<file path="src/rtl/timer0_ctrl.sv">
// Timer0 register block: TMR0/OPTION_REG on the SFR bus, T0CKI synchroniser,
// prescaler, post-write increment inhibit and the sticky T0IF overflow flag.
module timer0_ctrl (
   input  logic       clock,
   input  logic       reset,
   input  logic       t0cki,
   input  logic [8:0] bus_addr,
   input  logic [7:0] bus_wdata,
   input  logic       bus_we,
   output logic [7:0] bus_rdata,
   input  logic       t0ie,
   output logic       t0if,
   output logic       t0_irq
);

   typedef enum logic [1:0] {RUN, INH1, INH2} inh_state_t;

   localparam logic [8:0] TMR0_ADDR     = 9'h015;
   localparam logic [8:0] OPTION_ADDR   = 9'h095;
   localparam logic [6:0] INTCON_OFFSET = 7'h0B;

   inh_state_t state, state_next;

   logic [7:0] tmr0, tmr0_next;
   logic [7:0] option_reg;
   logic [7:0] pre_cnt, pre_next;
   logic       t0if_next;
   logic       s1, s2, s3;

   logic       tmr0_we, option_we, intcon_we;
   logic       ext_edge, tick, run_tick, inc;
   logic [7:0] ratio_m1;

   always_comb begin
      tmr0_we   = bus_we && (bus_addr == TMR0_ADDR);
      option_we = bus_we && (bus_addr == OPTION_ADDR);
      intcon_we = bus_we && (bus_addr[6:0] == INTCON_OFFSET);
   end

   // Ticks that land in the inhibit window or on an OPTION_REG write are dropped.
   always_comb begin
      ext_edge = option_reg[4] ? (~s2 & s3) : (s2 & ~s3);
      tick     = option_reg[5] ? ext_edge : 1'b1;
      run_tick = tick && (state == RUN) && !option_we && !tmr0_we;
      ratio_m1 = 8'hFF >> (3'd7 - option_reg[2:0]);
   end

   always_comb begin
      inc       = 1'b0;
      pre_next  = pre_cnt;
      tmr0_next = tmr0;
      t0if_next = t0if;
      if (run_tick) begin
         if (option_reg[3]) begin
            inc = 1'b1;
         end else if (pre_cnt == ratio_m1) begin
            pre_next = 8'h00;
            inc      = 1'b1;
         end else begin
            pre_next = pre_cnt + 8'd1;
         end
      end
      if (inc) begin
         tmr0_next = tmr0 + 8'd1;
      end
      if (intcon_we) begin
         t0if_next = bus_wdata[2];
      end
      // A hardware overflow outranks a software clear on the same edge.
      if (inc && (tmr0 == 8'hFF)) begin
         t0if_next = 1'b1;
      end
      if (tmr0_we) begin
         tmr0_next = bus_wdata;
         pre_next  = 8'h00;
      end
      if (option_we) begin
         pre_next = 8'h00;
      end
   end

   always_comb begin
      state_next = RUN;
      case (state)
         RUN:     state_next = RUN;
         INH1:    state_next = INH2;
         INH2:    state_next = RUN;
         default: state_next = RUN;
      endcase
      if (tmr0_we) begin
         state_next = INH1;
      end
   end

   always_ff @(posedge clock) begin
      if (reset) begin
         state <= RUN;
      end else begin
         state <= state_next;
      end
   end

   always_ff @(posedge clock) begin
      if (reset) begin
         tmr0       <= 8'h00;
         option_reg <= 8'hFF;
         pre_cnt    <= 8'h00;
         t0if       <= 1'b0;
         s1         <= 1'b0;
         s2         <= 1'b0;
         s3         <= 1'b0;
      end else begin
         tmr0    <= tmr0_next;
         pre_cnt <= pre_next;
         t0if    <= t0if_next;
         s1      <= t0cki;
         s2      <= s1;
         s3      <= s2;
         if (option_we) begin
            option_reg <= bus_wdata;
         end
      end
   end

   always_comb begin
      case (bus_addr)
         TMR0_ADDR:   bus_rdata = tmr0;
         OPTION_ADDR: bus_rdata = option_reg;
         default:     bus_rdata = 8'h00;
      endcase
   end

   assign t0_irq = t0if & t0ie;

endmodule

</file>
<file path="config.mk">
export PLATFORM = sky130hd
export DESIGN_NAME = timer0_ctrl
export DESIGN_NICKNAME = d
export VERILOG_FILES = /design/src/rtl/timer0_ctrl.sv
export SDC_FILE = /design/constraint.sdc
export NUM_CORES = 1
export LEC_CHECK = 0
export CORE_ASPECT_RATIO = 1.75
export CORE_UTILIZATION = 25
export DETAILED_ROUTE_END_ITERATION = 10
export PLACE_DENSITY_LB_ADDON = 0.05
export SYNTH_ARGS = -nofsm -noshare
export SYNTH_HDL_FRONTEND = slang
export SYNTH_SLANG_ARGS = --single-unit
</file>
<file path="constraint.sdc">
create_clock -name clock -period 2.4 [get_ports clock]
set_input_delay 0.36 -clock clock [delete_from_list [all_inputs] [get_ports clock]]
set_output_delay 0.36 -clock clock [all_outputs]
set_load 0.02 [all_outputs]
</file>
======== Word level (Yosys, flattened, before mapping) ========
Cells that the tools add are included.
cells by class
  add/sub/neg operators ................... 3
  magnitude comparators ................... 0
  div/mod/pow operators ................... 0
  reduce and logical (&&, ||, !) cells .... 15
  shift operators ......................... 1
  bitwise operators ....................... 6
  multiply operators ...................... 0
  mux-type cells .......................... 13
  equality and inequality tests ........... 6
operator list
  cell                   count
  $mux W8                3
  $add A8 B1 Y8 const B  2
  $pmux W8 S2            1
  $eq A9 B5 Y1 const B   1
  $eq A9 B8 Y1 const B   1
  $eq A8 B8 Y1           1
  $eq A8 B8 Y1 const B   1
  $mux W1                8
  $shr A8 B3 Y8 const A  1
  $eq A7 B4 Y1 const B   1
  $logic_and A1 B1 Y1    7
  $reduce_bool A2 Y1     2
  $and A1 B1 Y1          3
  $not A1 Y1             3
  $reduce_or A3 Y1       1
  $sub A3 B3 Y3 const A  1
  $eq A2 B1 Y1 const B   1
  $logic_not A1 Y1       2
  $logic_not A2 Y1       1
  $mux W2                1
  $reduce_and A2 Y1      1
  $reduce_or A2 Y1       1
storage, ports and cells
  memory bits (read-only) ................. 0
  input bits .............................. 22
  latch bits .............................. 0
  word-level logic and storage cells ...... 53
  bits in writable memories ............... 0
  output and inout port bits .............. 10
  register bits after elaboration ......... 30
  memories kept ........................... 0

======== Longest topological paths before layout ========
Gate-level depths: netlist of the first run.
  depth after elaboration ................. 10
  depth in mapped cells ................... 7
  depth with buffers taken out ............ 6

======== Least setup slack after synthesis of the first run ========
Ideal clock, no wire load.
  path type ............................... register to register
  from .................................... reg option_reg[4]
  to ...................................... reg tmr0[3]
  required time ........................... 2.278 ns
  path buffers ............................ 1
  setup time .............................. 0.122 ns
  slack ................................... 0.295 ns
  arrival ................................. 1.984 ns
  cell stages (with the launch flop) ...... 7
  clock period less this slack ............ 2.105 ns
  path through ............................ dfxtp_1 -> or3b_1 -> a311o_1 -> or2_1 -> buf_6 -> or4_1 -> o311a_1
on the way
  cells in the longest elaborated chain, start to end .. 7
ends and longest elaborated chain
  what                                 line  source
  start: declaration                   25    logic [7:0] option_reg;
  start signal: assignment             120   option_reg <= bus_wdata;
  $mux W1                              42    ext_edge = option_reg[4] ? (~s2 & s3) : (s2 & ~s3);
  $mux W1                              43    tick = option_reg[5] ? ext_edge : 1'b1;
  $logic_and A1 B1 Y1 (3 in a row)     44    run_tick = tick && (state == RUN) && !option_we && !tmr0_we;
  $mux W1                              53    if (run_tick) begin
  $reduce_bool A2 Y1 (no source line)  -
  end signal: assignment               113   tmr0 <= tmr0_next;
  end: declaration                     24    logic [7:0] tmr0, tmr0_next;
Every way passes these cells.
A chain may end at the register's enable or synchronous reset.

======== Worst setup path in the final report of the first run ========
  from .................................... in bus_addr[8]
  to ...................................... out bus_rdata[1]
on the way
  cells in the longest elaborated chain, start to end .. 2
  elaborated cells between the ends (all ways) .. 3
  those cells by class .................... eq/ne (2); mux (1)
ends and longest elaborated chain
  what                                          line  source
  start: declaration                            7     input logic [8:0] bus_addr,
  $eq A9 B8 Y1 or $eq A9 B5 Y1 (tied branches)  126   case (bus_addr)
  $pmux W8 S2 *                                 126
  end: declaration                              10    output logic [7:0] bus_rdata,
Every way passes the cells marked *; elsewhere a longest branch is shown, timed or not.

==> run summary, run 1 <==
The worst clock skew came out at slightly above 0.007 ns. The insertion delay to the later sink of the worst-skew pair is 0.28 ns. Setup repair after global routing left no endpoint under its margin. For this design, the CTS-stage hold fixing added 0 buffers. The synthesis-to-finish area growth is 36.8%. The slack of the critical path came out at 0.0801 ns. The number of setup buffers added after CTS is 0. The number of inserted diodes is 0.

The DRC violation total after the first TritonRoute iteration is 44. The starting density of the core is 26.3%. Counting cells, the worst reg-to-reg path comes to 6.

The overall fraction of global-route tracks in use came out at around 16%. The antenna violation net count after detailed routing is 0. In this run the number of H-tree levels came out at 2. The largest net degree at the start of global routing came out at 20. The number of register bits inferred by synthesis is 30. Measured along the y axis, the die boundary spans 115 um. Summed over all layers, the global routing overflow is 0. The largest fanout of any net on the critical path is 8. For the pin with the worst max-slew slack, the measured transition is 0.455 ns. When the netlist entered floorplanning its net count stood at 230. CTS placed an instance of sky130_fd_sc_hd__clkbuf_16 at the clock tree root.

The final-report max-slew violation count is 0. The worst hold-check path type is flip-flop to flip-flop. The detailed-route wire length is 5610 um. Static timing analysis puts the maximum clock frequency at around 430 MHz. The CTS tree is yes.

The arrival time reported for the critical path endpoint came out at about 2 ns. The commonest non-fill, non-tap cell in the layout is sky130_fd_sc_hd__dfxtp_1. The die is 66.7 um wide.

The total of max-cap violations came out at 0. The global placer's final weighted congestion came out at 0.778. Detailed placement finished with a half-perimeter wire length of between 4000 and 5000 um. Clock-pin slew was measured on the worst setup and hold paths at 0.05 ns.

Fill cells in the final layout number 727. For this run, the number of Yosys warnings is 0. In the final timing run, aggregate negative setup slack is 0 ns.

The internal reg-to-reg setup slack is 0.16 ns. The count of final hold-check violations is 0. The nature of the critical path startpoint is a primary input. Dividing the detail-routed via count by the number of cells gives 5.04.

The number of placement rows came out at 40. The worst hold margin came out at about 0.42 ns. The fraction of the cycle the final worst path needs is 96.7%. The clock buffer count from CTS came out at 5. The number of vias after detailed routing came out at about 1700. The worst setup timing slack at the placement stage is -0.422 ns. The count of buffers from port buffering is 31. The clock tree buffer depth is 2. Power spread over the standard cell area amounts to 521 nW/um2. The number of antenna violations at the first check in global routing came out at 0. Of the synthesized area, sequential elements account for about a third. The worst supply voltage drop on vdd came out at roughly 0.26 mV. In the final routed layout, each cell accounts on average for 16.4 um.

The floorplan step defined a die boundary enclosing 7690 um2. The setup path with the least slack is of type primary input to output port. The async set-reset flop share out of synthesis came out at 0%. In this run the count of I/O pins placed on the die edge is 32. The leakage component of the power is roughly 0.0010 uW. The number of iterations in the first detailed-routing pass is 4. The run finished with clean final reports. The number of library cell types mapped by synthesis is 54.

The net total in the final layout is 281. The worst endpoint required time is between 2 and 2.5 ns. The number of instances in the synthesized netlist is 206. The worst setup path is captured at an output port. The multi-input gate area in the final layout is between 1000 and 1500 um2. The dominant register cell in the synthesized netlist is sky130_fd_sc_hd__dfxtp_1.

Setup violations remaining at the end of the flow were counted as 0. The top cell types in the final layout, fill and taps aside, are sky130_fd_sc_hd__dfxtp_1, sky130_fd_sc_hd__buf_4, sky130_fd_sc_hd__nor2_1. The time the final worst path needs with I/O delays and setup is 2.32 ns. The number of placed instances, taps included, is 334. The number of global-route vias before repair came out at ~1800. The count of cells along the worst hold path came out at 1. The global-route wire length before repair is between 9000 and 10000 um. The final core utilization is roughly 36%.

The sequential cells in the finished layout cover a total of 603 um2. The floorplan step defined a core boundary enclosing 6960 um2. The synthesized design contains 0 enable-type register cells.

CTS saw 30 sinks. Measured against its own limit, the worst slew margin works out to a little over two thirds. The layout cell share with drive strength beyond 1 is 20.5%.

The final cell count without fillers came out at 342. The average cell area after synthesis is just under 9 um2. The final routed DRC violation total came out at 0. The post-synthesis instance area came out at between 1500 and 2000 um2.
==> stage by stage <==
step | instance area [um2] | power, uW
2_1_floorplan | 1830 | 549
3_3_place_gp | 2360 | 607
3_5_place_dp | 2360 | 607
4_1_cts | 2480 | 1330
5_1_grt | 2510 | 1360
6_report | 2510 | 1310
==> path summary, 6_finish.rpt <==
check                                     to          start
worst max register to register       tmr0[6]  option_reg[4]
worst min-delay path                state[1]       state[1]
worst max-delay path            bus_rdata[1]    bus_addr[8]
worst min register to register      state[1]       state[1]
==> synthesized netlist by cell type, drive strengths merged, types with 2 or more instances <==
cell type	count	area (um2)
a21oi	4	20.0
nor4	3	46.3
o31a	2	17.5
dfxtp	30	601
or2b	2	16.3
o311a	5	50.1
and2	2	12.5
a311oi	4	35.0
o31ai	2	15.0
ha	2	25.0
xnor2	4	35.0
mux2i	10	100
nand4	5	31.3
inv	7	26.3
nor3	10	66.3
a211oi	4	30.0
a211o	9	80.1
nor2	28	105
and3	14	87.6
o22a	2	17.5
buf	7	55.1
clkbuf	4	25.0
xor2	4	35.0
or4	6	45.0
nor2b	4	25.0
o21ai	2	10.0
nand3	7	35.0
nand2	6	22.5
==> critical path, stage by stage <==
cell and delay (ns):
sky130_fd_sc_hd__clkdlybuf4s50_1 0.40, sky130_fd_sc_hd__or4b_1 0.56, sky130_fd_sc_hd__nor2_1 0.11, sky130_fd_sc_hd__nand3_1 0.08, sky130_fd_sc_hd__buf_4 0.18, sky130_fd_sc_hd__nor2_1 0.13
sky130_fd_sc_hd__buf_4 0.15
==> final cells by class <==
class | instances | area share [%]
clock buffer | 7 | 5.29
sequential | 30 | 24.1
timing repair buffer | 56 | 19.3
clock inverter | 1 | 1.20
inverter | 7 | 1.05
multi-input combinational | 157 | 44.9
tap | 84 | 4.19
==> logic make-up (layout without fill, tap and decap cells) <==
family / after synthesis / count (layout) / share of synthesized area (%)
adders and majority gates: 2 / 2 / 1.37
and+or+nand+nor: 96 / 96 / 31.0
xor gates and xnor gates: 8 / 8 / 3.82
DFF: 30 / 30 / 32.8
muxes: 11 / 11 / 6.08
buffers and inverters: 19 / 71 / 6.28
AOI/OAI and AO/OA: 40 / 40 / 18.6
==> where the power goes <==
group | total [uW] | switching (uW) | internal [uW]
combinational | 92.2 | 38.1 | 54.1
sequential | 503 | 1.79 | 501
clock | 711 | 221 | 490
==> metal layers <==
layer / share of wire, % / global-route usage (%) / vias to the layer above
li1: - / - / 876
met1: 40 / 16.6 / 822
met2: 56 / 31.3 / 20
met3: 2.0 / 3.08 / 6
met4: 1.5 / 5.67 / 0
met5: 0 / 0 / -
==> timing repair <==
action                                  4_1_cts  5_1_grt
endpoints found under the hold margin         0        0
pin swaps                                     0        2
resized for setup                            32       11
endpoints found under the setup margin        8       11
(Power assumes the default switching activity.)
==> run 2: changes to the inputs <==
==> constraint.sdc (replaced) <==
create_clock -name clock -period 2.4 [get_ports clock]
set_input_delay 0.36 -clock clock [delete_from_list [all_inputs] [get_ports clock]]
set_output_delay 0.36 -clock clock [all_outputs]
set_load 0.05 [all_outputs]
==> run 2 against run 1 <==
Non-clock buffer count increased by 6. Power decreased by 4.9%. Sequential power about the same. Critical path depth unchanged. Combinational power increased by 6.8%. Cell count increased by 1.8%. Utilization increased by 3.1 points. Via count increased by 3.7%. Clock skew decreased by 0.0029 ns. Die area unchanged. Highest routed layer unchanged. Register-to-register slack got worse by 0.05 ns.
==> run summary, run 2 (same netlist as run 1, synthesis figures left out) <==
The flow ran to the end, and the final reports show no timing, DRC or antenna violations. The tree is rooted in a sky130_fd_sc_hd__clkbuf_16. The layout cell share with drive strength beyond 1 is a little over a quarter. TritonCTS built the clock tree.

The cell area after layout came out at ~2700 um2. The post-layout total power is 1240 uW. The clock buffer count from CTS is 5. The final routed DRC violation total came out at 0. The number of cells traversed by the worst register-to-register path came out at 7. For the pin with the worst max-slew slack, the measured transition is 0.499 ns. The length of routed wiring on met1 came out at ~2300 um. In this run the remaining antenna-violating nets after routing total 0.

Counting instances, the worst hold path has a depth of 1. The detailed-route wire length is 5770 um. The clock-pin slew of the registers on the worst-case setup and hold paths came out at 0.05 ns. For hold timing, the worst endpoint is state[1].

The time the final worst path needs with I/O delays and setup came out at around 2.3 ns. The starting density of the core came out at 26.3%. The startpoint identified for the worst register-to-register timing path is s2.

The number of global-route vias before repair came out at 1866. The global placer's final weighted congestion is between 0.7 and 0.8. After floorplanning, the core was divided into 40 placement rows. The internal reg-to-reg setup slack came out at 0.11 ns.

The library cells used most frequently in the layout, excluding fill and tap cells, are sky130_fd_sc_hd__buf_4, sky130_fd_sc_hd__dfxtp_1, sky130_fd_sc_hd__clkdlybuf4s50_1. The detailed placement HPWL is 4400 um. The detailed router placed 1787 vias in this run. The proportion of total power due to net switching is between 20 and 25%. In this run the worst hold path is classified as flip-flop to flip-flop. The fraction of the cycle the final worst path needs came out at 97.8%. The top achievable clock speed came out at 426 MHz.

For the worst-skew pair, the clock arrives at the later sink with an insertion delay of 0.28 ns. The standard cell core area came out at slightly below 7000 um2. The die is 66.7 um wide. The number of iterations in the first detailed-routing pass came out at 4. The overall die height is 115 um.

The H-tree generated during clock tree synthesis spans 2 levels. The total of max-cap violations came out at 0. The final-report max-slew violation count came out at 0. The count of pins on the block boundary came out at 32. The number of antenna violations at the first check in global routing came out at 0. The critical path is of the primary input to output port type. The endpoint identified for the worst register-to-register timing path is tmr0[3]. Summed over all layers, the global routing overflow is 0. The global-route wire length before repair is 9530 um.

The routed wire length per instance is 16.6 um. In this run the power density over the cells is between 400 and 500 nW/um2. The headroom to the max-slew limit came out at around two thirds. The worst supply voltage drop on vdd is roughly 0.23 mV. The die covers 7690 um2. Across every metal layer, demand over resource in global routing totals ~17%. The internal portion of the total power is around 970 uW.

The count of buffers from port buffering came out at 31. The cts-stage hold buffer count is 0. After detailed routing, the met3 layer carries about 120 um of wire. The commonest non-fill, non-tap cell in the layout is sky130_fd_sc_hd__buf_4.

From synthesis to final layout, the design area changed by 48.6%. Detailed routing placed a total of 3290 um of wire on met2. The net total in the final layout is 287. The worst clock skew is ~0.0042 ns. Entering global routing, the biggest net connects 25 pins. The final core utilization came out at just under 40%.

Setup violations remaining at the end of the flow were counted as 0. Setup repair after global routing could not meet its margin everywhere. Counting every sink on the clock net gives 30. The placed cell area is 2450 um2. The number of inserted diodes is 0. The highest routed metal layer is met4. The startpoint of the most critical hold path is state[1]. The arrival time reported for the critical path endpoint is approximately 2.0 ns. In this run the worst path has a maximum fanout of 8.

In the routed layout, each cell is associated on average with a via count of 5.14. The clock tree buffer depth came out at 2. The worst setup path is captured at an output port. The part of the total power dissipated in sequential elements came out at 40.5%. The clock network accounts for slightly above 50% of the total power. STA classifies the critical path startpoint as a primary input. The share of power burned in combinational logic is 7.9%. The DRC violation total after the first TritonRoute iteration is between 60 and 70. The count of final hold-check violations is 0. The worst endpoint required time came out at 2.04 ns. The analysis attributes to cell leakage a power of around 0.0011 uW. The net switching power came out at around 280 uW.
## run 2: worst max path at each step
| stage | cells past startpoint | endpoint | start |
|---|---|---|---|
| detailed placement | 7 | tmr0[3] | bus_addr[8] |
| floorplan | 4 | bus_rdata[0] | bus_addr[8] |
| global placement | 7 | tmr0[5] | bus_addr[1] |
| global route | 6 | tmr0[2] | pre_cnt[2] |
| finish | 7 | bus_rdata[1] | bus_addr[8] |
| CTS | 6 | tmr0[2] | option_reg[1] |
## run 2: layout make-up
type / instances / area (um2)
well taps: 84 / 105
clock inverters: 2 / 12.5
multi-input cells: 157 / 1200
inverters: 7 / 26.3
fillers: 738 / 4240
flip-flops and latches: 30 / 604
clock buffers: 6 / 139
repair buffers: 62 / 637
## run 2: repair_timing
action	in CTS	in global routing
buffers inserted	1	1
endpoints found under the hold margin	0	0
pin swaps	1	5
setup endpoints to repair	8	27
resized for setup	19	10
## run 2: critical path: stages
cell and delay [ns]:
sky130_fd_sc_hd__clkdlybuf4s50_1 0.41, sky130_fd_sc_hd__or4b_4 0.57, sky130_fd_sc_hd__nor2_4 0.10, sky130_fd_sc_hd__nand3_2 0.10
sky130_fd_sc_hd__buf_12 0.17, sky130_fd_sc_hd__nor2_4 0.13, sky130_fd_sc_hd__buf_12 0.14
## run 2: routing by layer
metal / vias to the layer above / track usage (%)
met4: 0 / 6.81
met2: 24 / 31.6
li1: 890 / -
met5: - / 0
met3: 6 / 3.08
met1: 867 / 17.9
## run 2: stage by stage
step	worst slack [ns]	TNS (ns)	cells	hold WS [ns]
after CTS	0.00225	0	347	0.429
after global routing	-0.0227	-0.0318	348	0.460
after detailed placement	-0.222	-5.56	338	0.414
after floorplan	0.0187	0	206	0.402
after global placement	-0.196	-4.95	338	0.418
final	0.0529	0	348	0.423
## run 2: power groups by stage
stage	clock, uW	combinational [uW]	sequential (uW)
after detailed placement	0	90.9	514
after global routing	682	106	503
after floorplan	0	36.1	513
final	641	98.5	503
after global placement	0	91.2	514
after CTS	667	96.9	503
